File: src/rtl/board_step_ctrl_pkg.sv
// Shared encodings for the board single-step controller: run-mode switch
// values, FSM states and the LED slice-select width helper.
package board_dbg_pkg;

  localparam logic [1:0] MODE_STEP  = 2'b00;
  localparam logic [1:0] MODE_BURST = 2'b01;
  localparam logic [1:0] MODE_RUN   = 2'b10;
  localparam logic [1:0] MODE_HOLD  = 2'b11;

  typedef enum logic [1:0] {
    ST_IDLE,
    ST_STEP,
    ST_BURST,
    ST_RUN
  } state_e;

  function automatic int sel_width(input int data_w, input int led_w);
    int n;
    n = data_w / led_w;
    return (n <= 2) ? 1 : $clog2(n);
  endfunction

endpackage

File: src/rtl/board_step_ctrl_if.sv
// Board-side signals of the step controller: button, switches, CPU debug
// inputs and the clock-enable / LED / status outputs.
interface board_step_ctrl_if
  import board_dbg_pkg::*;
#(
  parameter int DATA_W = 32,
  parameter int LED_W  = 4
);
  localparam int SEL_W = sel_width(DATA_W, LED_W);

  logic              next;
  logic [1:0]        mode_sw;
  logic [SEL_W-1:0]  sel_sw;
  logic [DATA_W-1:0] show;
  logic              done;
  logic              cpu_en;
  logic [LED_W-1:0]  led;
  logic              busy;
  logic [15:0]       step_cnt;

  modport master (
    output next, mode_sw, sel_sw, show, done,
    input  cpu_en, led, busy, step_cnt
  );

  modport slave (
    input  next, mode_sw, sel_sw, show, done,
    output cpu_en, led, busy, step_cnt
  );

endinterface

File: src/rtl/board_step_ctrl_btn_debounce.sv
// Two-flop synchroniser plus level debouncer for the step button; tick marks
// each accepted 0->1 edge once the button has been seen released after reset.
module btn_debounce #(
  parameter int unsigned DB_CYCLES = 1_000_000
) (
  input  logic clk,
  input  logic reset,
  input  logic sw,
  output logic level,
  output logic tick
);

  localparam int CNT_W = (DB_CYCLES < 2) ? 1 : $clog2(DB_CYCLES);
  localparam logic [CNT_W-1:0] CNT_TC = CNT_W'(DB_CYCLES - 1);

  logic             sync1_q, sync2_q;
  logic             level_q, level_d;
  logic             tick_q, tick_d;
  logic             armed_q, armed_d;
  logic [CNT_W-1:0] cnt_q, cnt_d;
  logic [CNT_W-1:0] arm_cnt_q, arm_cnt_d;

  always_comb begin
    level_d   = level_q;
    cnt_d     = '0;
    armed_d   = armed_q;
    arm_cnt_d = '0;
    if (sync2_q != level_q) begin
      if (cnt_q == CNT_TC) level_d = sync2_q;
      else                 cnt_d   = cnt_q + 1'b1;
    end
    // A button held through reset must first be seen released (debounced)
    // before any press can produce a tick.
    if (!armed_q && !level_q && !sync2_q) begin
      if (arm_cnt_q == CNT_TC) armed_d   = 1'b1;
      else                     arm_cnt_d = arm_cnt_q + 1'b1;
    end
    tick_d = armed_q & level_d & ~level_q;
  end

  always_ff @(posedge clk or negedge reset) begin
    if (!reset) begin
      sync1_q   <= 1'b0;
      sync2_q   <= 1'b0;
      level_q   <= 1'b0;
      tick_q    <= 1'b0;
      armed_q   <= 1'b0;
      cnt_q     <= '0;
      arm_cnt_q <= '0;
    end else begin
      sync1_q   <= sw;
      sync2_q   <= sync1_q;
      level_q   <= level_d;
      tick_q    <= tick_d;
      armed_q   <= armed_d;
      cnt_q     <= cnt_d;
      arm_cnt_q <= arm_cnt_d;
    end
  end

  assign level = level_q;
  assign tick  = tick_q;

endmodule

File: src/rtl/board_step_ctrl.sv
// Button-driven CPU stepping controller: single step, fixed burst or free-run
// via a one-cycle clock enable, plus a registered LED view of the debug word.
//
//   state    | meaning
//   ST_IDLE  | waiting for a button tick, cpu_en low
//   ST_STEP  | one cpu_en pulse, then back to idle
//   ST_BURST | cpu_en every cycle until BURST_N pulses issued
//   ST_RUN   | cpu_en once per FREE_DIV cycles until tick or done
module board_step_ctrl
  import board_dbg_pkg::*;
#(
  parameter int          DATA_W    = 32,
  parameter int          LED_W     = 4,
  parameter int unsigned DB_CYCLES = 20'd1_000_000,
  parameter int          BURST_N   = 16,
  parameter int          FREE_DIV  = 50_000_000
) (
  input logic              clk,
  input logic              reset,
  board_step_ctrl_if.slave bus
);

  localparam int N_SLICE = DATA_W / LED_W;
  localparam int BW      = $clog2(BURST_N + 1);
  localparam int DW      = (FREE_DIV < 2) ? 1 : $clog2(FREE_DIV);
  localparam logic [BW-1:0] BURST_LD = BW'(BURST_N);
  localparam logic [DW-1:0] DIV_TC   = DW'(FREE_DIV - 1);

  state_e           state_q, state_d;
  logic             cpu_en_q, cpu_en_d;
  logic             busy_q, busy_d;
  logic [15:0]      step_cnt_q, step_cnt_d;
  logic [LED_W-1:0] led_q, led_d;
  logic [BW-1:0]    burst_q, burst_d;
  logic [DW-1:0]    div_q, div_d;
  logic             btn_level, btn_tick, go;

  btn_debounce #(.DB_CYCLES(DB_CYCLES)) u_btn (
    .clk   (clk),
    .reset (reset),
    .sw    (bus.next),
    .level (btn_level),
    .tick  (btn_tick)
  );

  assign go = btn_tick & btn_level & ~bus.done;

  // cpu_en_d is the pulse for the cycle the FSM moves into, so done or a
  // stopping tick seen at this edge suppresses the pulse that would follow.
  always_comb begin
    state_d  = state_q;
    cpu_en_d = 1'b0;
    burst_d  = burst_q;
    div_d    = div_q;
    case (state_q)
      ST_IDLE: begin
        if (go) begin
          case (bus.mode_sw)
            MODE_STEP: begin
              state_d  = ST_STEP;
              cpu_en_d = 1'b1;
            end
            MODE_BURST: begin
              state_d  = ST_BURST;
              cpu_en_d = 1'b1;
              burst_d  = BURST_LD;
            end
            MODE_RUN: begin
              state_d = ST_RUN;
              div_d   = '0;
            end
            default: ;
          endcase
        end
      end
      ST_STEP: state_d = ST_IDLE;
      ST_BURST: begin
        if (bus.done || burst_q <= BW'(1)) begin
          state_d = ST_IDLE;
          burst_d = '0;
        end else begin
          cpu_en_d = 1'b1;
          burst_d  = burst_q - 1'b1;
        end
      end
      ST_RUN: begin
        if (bus.done || btn_tick) begin
          state_d = ST_IDLE;
          div_d   = '0;
        end else if (div_q == DIV_TC) begin
          div_d    = '0;
          cpu_en_d = 1'b1;
        end else begin
          div_d = div_q + 1'b1;
        end
      end
      default: state_d = ST_IDLE;
    endcase

    busy_d     = (state_d == ST_BURST) || (state_d == ST_RUN);
    step_cnt_d = (cpu_en_d && step_cnt_q != 16'hFFFF) ? step_cnt_q + 16'd1 : step_cnt_q;

    led_d = '0;
    if (int'(bus.sel_sw) < N_SLICE) led_d = bus.show[int'(bus.sel_sw)*LED_W +: LED_W];
  end

  always_ff @(posedge clk or negedge reset) begin
    if (!reset) begin
      state_q    <= ST_IDLE;
      cpu_en_q   <= 1'b0;
      busy_q     <= 1'b0;
      step_cnt_q <= '0;
      led_q      <= '0;
      burst_q    <= '0;
      div_q      <= '0;
    end else begin
      state_q    <= state_d;
      cpu_en_q   <= cpu_en_d;
      busy_q     <= busy_d;
      step_cnt_q <= step_cnt_d;
      led_q      <= led_d;
      burst_q    <= burst_d;
      div_q      <= div_d;
    end
  end

  assign bus.cpu_en   = cpu_en_q;
  assign bus.busy     = busy_q;
  assign bus.step_cnt = step_cnt_q;
  assign bus.led      = led_q;

endmodule

File: src/flat_wrapper.sv
// flat-port wrapper written by rule: the top's interface ports become plain ports
module board_step_ctrl_flat import board_dbg_pkg::*;
#(
  parameter int          DATA_W    = 32,
  parameter int          LED_W     = 4,
  parameter int unsigned DB_CYCLES = 20'd1_000_000,
  parameter int          BURST_N   = 16,
  parameter int          FREE_DIV  = 50_000_000
)
  (clk, reset, bus_next, bus_mode_sw, bus_sel_sw, bus_show, bus_done, bus_cpu_en, bus_led, bus_busy, bus_step_cnt);
  board_step_ctrl_if #(.DATA_W(DATA_W), .LED_W(LED_W)) bus_i ();
  input logic clk;
  input logic reset;
  input wire logic [$bits(bus_i.next)-1:0] bus_next;
  input wire logic [$bits(bus_i.mode_sw)-1:0] bus_mode_sw;
  input wire logic [$bits(bus_i.sel_sw)-1:0] bus_sel_sw;
  input wire logic [$bits(bus_i.show)-1:0] bus_show;
  input wire logic [$bits(bus_i.done)-1:0] bus_done;
  output wire logic [$bits(bus_i.cpu_en)-1:0] bus_cpu_en;
  output wire logic [$bits(bus_i.led)-1:0] bus_led;
  output wire logic [$bits(bus_i.busy)-1:0] bus_busy;
  output wire logic [$bits(bus_i.step_cnt)-1:0] bus_step_cnt;
  assign bus_i.next = bus_next;
  assign bus_i.mode_sw = bus_mode_sw;
  assign bus_i.sel_sw = bus_sel_sw;
  assign bus_i.show = bus_show;
  assign bus_i.done = bus_done;
  assign bus_cpu_en = bus_i.cpu_en;
  assign bus_led = bus_i.led;
  assign bus_busy = bus_i.busy;
  assign bus_step_cnt = bus_i.step_cnt;
  board_step_ctrl #(.DATA_W(DATA_W), .LED_W(LED_W), .DB_CYCLES(DB_CYCLES), .BURST_N(BURST_N), .FREE_DIV(FREE_DIV)) u_core (.clk(clk), .reset(reset), .bus(bus_i));
endmodule
File: config.mk
export PLATFORM = sky130hd
export DESIGN_NAME = board_step_ctrl_flat
export DESIGN_NICKNAME = d
export VERILOG_FILES = /design/src/rtl/board_step_ctrl_pkg.sv /design/src/rtl/board_step_ctrl_if.sv /design/src/rtl/board_step_ctrl_btn_debounce.sv /design/src/rtl/board_step_ctrl.sv /design/src/flat_wrapper.sv
export SDC_FILE = /design/constraint.sdc
export NUM_CORES = 1
export LEC_CHECK = 0
export ABC_AREA = 1
export CORE_MARGIN = 2
export CORE_UTILIZATION = 45
export CTS_CLUSTER_SIZE = 40
export DETAILED_ROUTE_END_ITERATION = 6
export PLACE_DENSITY = 0.76
export SLEW_MARGIN = 10
export SYNTH_ARGS = -nofsm -noshare
export SYNTH_HDL_FRONTEND = slang
export SYNTH_SLANG_ARGS = --single-unit
File: constraint.sdc
create_clock -name clk -period 3.3 [get_ports clk]
set_input_delay 0.66 -clock clk [delete_from_list [all_inputs] [get_ports clk]]
set_output_delay 0.66 -clock clk [all_outputs]
set_load 0.005 [all_outputs]
Word level (Yosys, flattened, before mapping)

Cells that the tools add are included.

Register bits: 100
Input bits: 41
Output and inout port bits: 22
Logic and storage cells: 85

$add $sub $neg: 5
Order comparisons: 1
Equality and inequality tests: 15
Shift operators: 1
Muxes and demuxes: 26
Bitwise operators: 6
Reduce and logical (&&, ||, !) cells: 17

Operator list:

| operator                                                       | number |
|---|---|
| two-way mux 26 bit                                             | 4 |
| two-way mux 20 bit                                             | 4 |
| one-hot mux 26 bit (2 select lines)                            | 1 |
| adder 20 x 1 -> 20 bit, second input constant                  | 2 |
| == test 20 bit, second input constant                          | 2 |
| indexed part select 32 x 6 -> 4 bit                            | 1 |
| adder 26 x 1 -> 26 bit, second input constant                  | 1 |
| == test 26 bit, second input constant                          | 1 |
| adder 16 x 1 -> 16 bit, second input constant                  | 1 |
| inequality test 16 bit, second input constant                  | 1 |
| two-way mux 5 bit                                              | 3 |
| == test 2 bit, second input constant                           | 5 |
| one-hot mux 5 bit (2 select lines)                             | 1 |
| one-hot mux 2 bit (4 select lines)                             | 1 |
| two-way mux 1 bit                                              | 7 |
| two-way mux 2 bit                                              | 3 |
| one-hot mux 2 bit (3 select lines)                             | 1 |
| AND reduction 3 bit                                            | 2 |
| less-or-equal comparator 5 x 1 -> 1 bit, second input constant | 1 |
| subtractor 5 x 1 -> 5 bit, second input constant               | 1 |
| AND 1 bit                                                      | 4 |
| == test 2 x 1 -> 1 bit, second input constant                  | 2 |
| zero test 2 bit                                                | 2 |
| inequality test 2 bit, second input constant                   | 2 |
| other kinds (10)                                               | 18 |

Depth between registers and ports, before layout

Gate-level depths: netlist of the first run.

Word-level depth: 6
Mapped depth: 12
Depth with buffers taken out: 12

Modules after synthesis

Synthesis of the first run repeated with hierarchy kept, for this count alone.

Cells, all modules: 839
Area total of the unflattened synthesis: 6144.6 um^2

By module, submodules not included:

| module          | instances | cells each | area each (um^2) | seq. area each (um^2) |
|---|---|---|---|---|
| board_step_ctrl | 1         | 519        | 3619.7           | 1351.3 |
| btn_debounce    | 1         | 320        | 2524.9           | 1126.1 |

Worst setup path before layout of the first run

Ideal clock, no wire load.

Kind: input -> register
From: input bus_mode_sw[0]
To: register u_core.div_q[21]
Library setup time: 0.117 ns
Data arrival time: 1.809 ns
Data required time: 3.183 ns
Slack: 1.374 ns
Stages: 12
Buffers on the path: 1
Cells stage by stage: inv_1 ha_1 inv_1 a21oi_1 nand2_1 buf_2 nor2_2 nand4_1 nor2_1 nand2_1 nand2_1 nor2_1

Longest elaborated chain between the ends: 3

RTL lines:

| item                            | RTL line               | RTL |
|---|---|---|
| from (decl)                     | flat_wrapper.sv:15     | `input wire logic [$bits(bus_i.mode_sw)-1:0] bus_mode_sw;` |
| == test 2 bit                   | board_step_ctrl.sv:58  | `case (bus.mode_sw)` |
| inequality test 2 bit (no line) | -                      |  |
| AND reduction 3 bit (no line)   | -                      |  |
| to (signal assigned)            | board_step_ctrl.sv:123 | `div_q <= div_d;` |
| to (decl)                       | board_step_ctrl.sv:35  | `logic [DW-1:0] div_q, div_d;` |

No other way between the ends.
A chain may end at the register's enable or synchronous reset.

Worst setup path after layout of the first run

From: input bus_done
To: register u_core.div_q[24]

Longest elaborated chain between the ends: 4
Elaborated cells between the ends (all ways): 7
Classes of those cells: eq/ne (1); mux (2); bitwise (2); reduce/logical (2)

RTL lines:

| item                                     | RTL line              | RTL |
|---|---|---|
| from (decl)                              | flat_wrapper.sv:18    | `input wire logic [$bits(bus_i.done)-1:0] bus_done;` |
| inverter 1 bit                           | board_step_ctrl.sv:46 | `assign go = btn_tick & btn_level & ~bus.done;` |
| AND 1 bit                                | board_step_ctrl.sv:46 |  |
| inequality test 2 x 1 -> 1 bit (no line) | -                     |  |
| AND reduction 3 bit (no line)            | -                     |  |

Several ways; a longest one is shown, not always the timed one.

==> impl_metrics.tcl, run 1 <==
set metrics [dict create \
    synth_ff_type "dfrtp_1" \
    fmax_ghz 0.415 \
    worst_ir_drop_vdd_v 0.000244 \
    gr-max-usage-layer "met2" \
    postCtsSetupBuffers 0 \
    wirelength_mm 12.9 \
    drc 0 \
    path_class "primary input to flip-flop" \
    reg2reg_depth 10 \
    clock_latency_ps 360 \
    syn-instance-count 819 \
    synth.largest_area_cell "dfrtp_1" \
    setup_violations 0 \
    antenna_found_initial 0 \
    vias 5424 \
    gr-usage-met2 0.322 \
    post-route-period-util 0.729 \
    grt-ovfl-total 0 \
    drtIter0Drc 427 \
    core-area_um2 12800 \
    synth-edff-count 0 \
    die_h_um 119 \
    ant_nets 0 \
    dpl.hpwl_mm 9.51 \
    r2r-start "u_core.state_q[0]$_DFF_PN0_" \
    synth.distinct_cells 37 \
    n_fill_cell 1167 \
    cp.required_ps 3550 \
    via_per_inst 5.12 \
    async_flop_share 1.00 \
    cts_resized 0 \
    ys_seq_area_frac 0.421 \
    yosys.area.top_type_share 0.421 \
    cp-start-kind "primary input" \
    synth_seq_cells 100 \
    hp-class "primary input to async pin" \
    rsz0062_at_grt "no" \
    routedWlPerCell_um 12.2 \
    numCtsBuffers 9 \
    min_period_ps 2410 \
    syn_area_um2 5940 \
    root_buffer "clkbuf_16" \
    dieArea_um2 14100 \
    cts_tree "done" \
    antennaDiodeCount 0 \
    synthTopCellsByArea "dfrtp_1 42%, nand2_1 11%, nor2_1 10%, inv_1 6.3%, nand4_1 4.1%" \
    rrSetupSlack_ps 1110 \
    r2r_end "u_core.div_q[24]$_DFFE_PN0P_" \
    grt.met1_usage 0.247 \
    firstDrtPassIters 5 \
    cts.path.max_buffers 2 \
    met3_usage 0.0369 \
    port_buffers 62 \
    fin_tns_setup_ps 0 \
    nets 938 \
    slew_headroom 0.638 \
    die_x_um 119 \
    drive_gt1_frac 0.0349 \
    maxCapViolations 0 \
    synth_warnings 0 \
    drv_slew 0 \
    holdBufCountCts 0 \
    tightest_slew_ps 539 \
    outcome "completed" \
    rows 41 \
    layout_common_cells "180 x nand2_1, 159 x nor2_1, 100 x inv_1, 100 x dfrtp_1, 61 x clkdlybuf4s50_1" \
    powerDensity_nw_per_um2 353 \
    syn_nets 874 \
    grt_usage 0.194 \
    p_leak_nw 3.14 \
    final.setup_skew_ps 10.4 \
    hold_viol 0 \
    crit_arrival_ps 2650 \
    syn_to_final_growth_pct 18.6 \
    cts_sinks 100 \
    cts_htree_levels 3 \
    crit_path_end_kind "flip-flop" \
    critical_path_peak_fanout 12 \
    start_util 0.465 \
    final_util 0.552 \
    syn_area_per_cell_um2 7.25 \
    clk_pin_slew_worst_paths_ps 70 \
    layout_commonest_cell "nand2_1" \
    routabilityCongestion 0.895 \
    startpoint "bus_done" \
    grt_max_degree 64 \
    grt_pass1_wl_mm 22.7 \
    grt_pass1_vias 5155 \
    io_pins 63 \
]
state kept, by name (all words and copies together) (netlist names), 2 cells and up:
register / flops
u_core.u_btn.arm_cnt_q: 20
u_core.bus.led: 4
u_core.state_q: 2
u_core.burst_q: 5
u_core.div_q: 26
u_core.bus.step_cnt: 16
u_core.u_btn.cnt_q: 20
worst max-delay path by stage:
stage / slack, ps / endpoint
6_report: 890 / u_core.div_q[24]$_DFFE_PN0P_
5_1_grt: 690 / u_core.div_q[24]$_DFFE_PN0P_
4_1_cts: 970 / u_core.div_q[24]$_DFFE_PN0P_
3_5_place_dp: 590 / u_core.div_q[24]$_DFFE_PN0P_
3_3_place_gp: 630 / u_core.div_q[24]$_DFFE_PN0P_
2_1_floorplan: 1370 / u_core.div_q[21]$_DFFE_PN0P_
critical path: stages:
cell             delay (ps)
clkdlybuf4s50_1         460
inv_1                   160
nand3_1                 150
nand2_1                 120
nand2_1                  80
inv_1                   280
nand2_1                 150
nor2_1                  240
nand3_1                 130
o21ai_0                 160
nor2_1                   50
layer usage:
metal,up-vias,share of wire
met2,137,0.47
li1,2790,-
met3,16,0.046
met4,0,0.019
met5,-,0
met1,2481,0.47
synthesized netlist by cell type, types with 3 or more instances:
master	n
dfrtp_1	100
nand4_1	39
a31oi_1	9
nor2_1	159
clkbuf_1	5
a21oi_1	24
buf_2	4
nand3_1	46
and3_1	3
inv_1	100
o21ai_0	37
xor2_1	23
nand2_1	180
ha_1	14
nor4_1	5
o22ai_1	5
xnor2_1	10
nor3_1	33
final cells by class:
class,count,area (um2),area share
clock buffer,12,246,0.0350
sequential,100,2500,0.355
timing repair buffer,65,653,0.0927
multi-input combinational,605,2990,0.425
clock inverter,4,55.1,0.00781
inverter,102,383,0.0543
tap,172,215,0.0305
cells by family after synthesis:
group | Yosys count | synth area share
flops | 100 | 0.421
fa+ha+maj | 14 | 0.0295
buf+inv | 114 | 0.0750
compound gates | 80 | 0.0729
xor+xnor | 33 | 0.0487
simple gates | 478 | 0.353
where the power goes:
group	leakage, nW	internal [mW]	switching (mW)
Combinational	1.63	0.0732	0.0743
Sequential	1.37	1.24	0.00681
Clock	0.144	0.615	0.478
stage by stage:
step / power (mW) / std cells / hold WS [ps] / cell area (um2) / setup slack [ps]
2_1_floorplan: 1.32 / 819 / 331 / 5940 / 1370
3_3_place_gp: 1.42 / 1044 / 332 / 6750 / 629
3_5_place_dp: 1.42 / 1044 / 338 / 6750 / 593
4_1_cts: 2.51 / 1060 / 289 / 7050 / 966
5_1_grt: 2.59 / 1060 / 309 / 7050 / 691
6_report: 2.48 / 1060 / 270 / 7050 / 893
Power figures use the tool's default switching activity.
==> run 2: changes to the inputs <==
--- a/config.mk
+++ b/config.mk
@@ -10,7 +10,7 @@
 export CORE_UTILIZATION = 45
 export CTS_CLUSTER_SIZE = 40
 export DETAILED_ROUTE_END_ITERATION = 6
-export PLACE_DENSITY = 0.76
+export PLACE_DENSITY = 0.78
 export SLEW_MARGIN = 10
 export SYNTH_ARGS = -nofsm -noshare
 export SYNTH_HDL_FRONTEND = slang
==> constraint.sdc (replaced) <==
create_clock -name clk -period 2.1 [get_ports clk]
set_input_delay 0.42 -clock clk [delete_from_list [all_inputs] [get_ports clk]]
set_output_delay 0.42 -clock clk [all_outputs]
set_load 0.005 [all_outputs]
==> impl_metrics.tcl, run 2 (same netlist as run 1, synthesis figures left out) <==
set metrics [dict create \
    outcome "completed" \
    layout_commonest_cell "nand2_1" \
    clk_pin_slew_worst_paths_ps 70 \
    drc 0 \
    powerDensity_nw_per_um2 538 \
    grt_max_degree 34 \
    setup_violations 0 \
    worst_ir_drop_vdd_v 0.000384 \
    critical_path_peak_fanout 5 \
    antennaDiodeCount 0 \
    startpoint "bus_mode_sw[0]" \
    drv_slew 0 \
    die_x_um 119 \
    post-place-ws_ps -194 \
    final.setup_skew_ps 6.41 \
    grt-ovfl-total 0 \
    firstDrtPassIters 5 \
    multi_input_area_um2 3000 \
    wirelength_mm 13.1 \
    io_pins 63 \
    cpPeakStageDelay_ps 450 \
    port_buffers 62 \
    cp-endpoint "u_core.div_q[24]$_DFFE_PN0P_" \
    root_buffer "clkbuf_16" \
    hold_viol 0 \
    drive_gt1_frac 0.0689 \
    largest_register_ffs 26 \
    cts_htree_levels 3 \
    r2r_end "u_core.div_q[24]$_DFFE_PN0P_" \
    final_cell_count_no_fill 1086 \
    routabilityCongestion 0.924 \
    rrSetupSlack_ps 170 \
    crit_arrival_ps 2190 \
    numCtsBuffers 9 \
    layout_common_cells "180 x nand2_1, 156 x nor2_1, 100 x inv_1, 100 x dfrtp_1, 61 x clkdlybuf4s50_1" \
    hp-class "primary input to async pin" \
    crit_chain "clkdlybuf4s50_1, inv_1, ha_1, inv_1, a21oi_1, nand2_1, inv_1, nand2_1, nor2_2, nand3_1, o21ai_0, nor2_1" \
    reg2reg_depth 10 \
    cts.path.max_buffers 2 \
    start_util 0.465 \
    cts_sinks 100 \
    vias 5544 \
    antenna_found_initial 0 \
    dpl.hpwl_mm 9.92 \
    grt_pass1_wl_mm 23.3 \
    dp.cells 1070 \
    met3_usage 0.0575 \
    postCtsSetupBuffers 0 \
    syn_to_final_growth_pct 22.2 \
    regArea_um2 2500 \
    cp.required_ps 2340 \
    n_fill_cell 1149 \
    fmax_ghz 0.514 \
    crit_top_cell "inv_1" \
    dieArea_um2 14100 \
    gr-max-usage-layer "met2" \
    tightest_slew_ps 553 \
    cts_resized 0 \
    design_area_um2 7260 \
    final_util 0.568 \
    rsz0062_at_grt "yes" \
    crit_path_end_kind "flip-flop" \
    core-area_um2 12800 \
    die_h_um 119 \
    hold_ws_ps 4.26 \
    min_period_ps 1950 \
    maxCapViolations 0 \
    slew_headroom 0.628 \
    holdBufCountCts 0 \
    gr-usage-met2 0.344 \
    p_leak_nw 3.28 \
    grt.met1_usage 0.245 \
    drtIter0Drc 428 \
    ant_nets 0 \
    top_register "u_core.div_q" \
    via_per_inst 5.10 \
    power.total_mw 3.91 \
    post-route-period-util 0.927 \
    nets 964 \
    critPathSlowestCell "clkdlybuf4s50_1" \
    grt_usage 0.199 \
    rows 41 \
    clock_latency_ps 350 \
    cp-start-kind "primary input" \
    worst_slack_ps 153 \
    path_class "primary input to flip-flop" \
    fin_tns_setup_ps 0 \
    cts_tree "done" \
    routedWlPerCell_um 12.1 \
    grt_pass1_vias 5340 \
    postPlaceCellArea_um2 6940 \
    r2r-start "u_core.state_q[0]$_DFF_PN0_" \
    largestRegisters "u_core.div_q: 26 flops, u_core.u_btn.arm_cnt_q: 20 flops, u_core.u_btn.cnt_q: 20 flops" \
]
run 2: routing by layer:
| metal | vias to the layer above | wire [um] |
|---|---|---|
| met1 | 2545 | 5800 |
| met3 | 14 | 749 |
| met4 | 0 | 163 |
| met5 | - | 0 |
| met2 | 151 | 6390 |
| li1 | 2834 | - |
run 2: layout make-up:
class / instances / share of cell area
clock buffer: 10 / 0.0329
clock inverter: 6 / 0.00948
inverter: 102 / 0.0527
multi-input combinational: 605 / 0.414
sequential: 100 / 0.345
tap: 172 / 0.0297
timing repair buffer: 91 / 0.117
run 2: worst max-delay path: cells and delay by family:
family,cells,cell delay (ps)
adders and majority gates,1,140
and+or+nand+nor,5,580
AOI/OAI and AO/OA,2,300
buffers and inverters,4,750
run 2: worst min-delay path by stage:
stage	cells past startpoint	from	slack (ps)	end
2_1_floorplan	0	reset	120	u_core.burst_q[0]$_DFFE_PN0P_
3_3_place_gp	0	u_core.u_btn.sync1_q$_DFF_PN0_	330	u_core.u_btn.sync2_q$_DFF_PN0_
3_5_place_dp	0	u_core.u_btn.sync1_q$_DFF_PN0_	340	u_core.u_btn.sync2_q$_DFF_PN0_
4_1_cts	1	reset	20	u_core.div_q[14]$_DFFE_PN0P_
5_1_grt	1	reset	40	u_core.div_q[10]$_DFFE_PN0P_
6_report	1	reset	4	u_core.div_q[10]$_DFFE_PN0P_
run 2: report_power, final:
group | switching [mW] | internal (mW)
clock network | 0.740 | 0.968
logic | 0.120 | 0.124
registers | 0.0104 | 1.94
total | 0.870 | 3.04
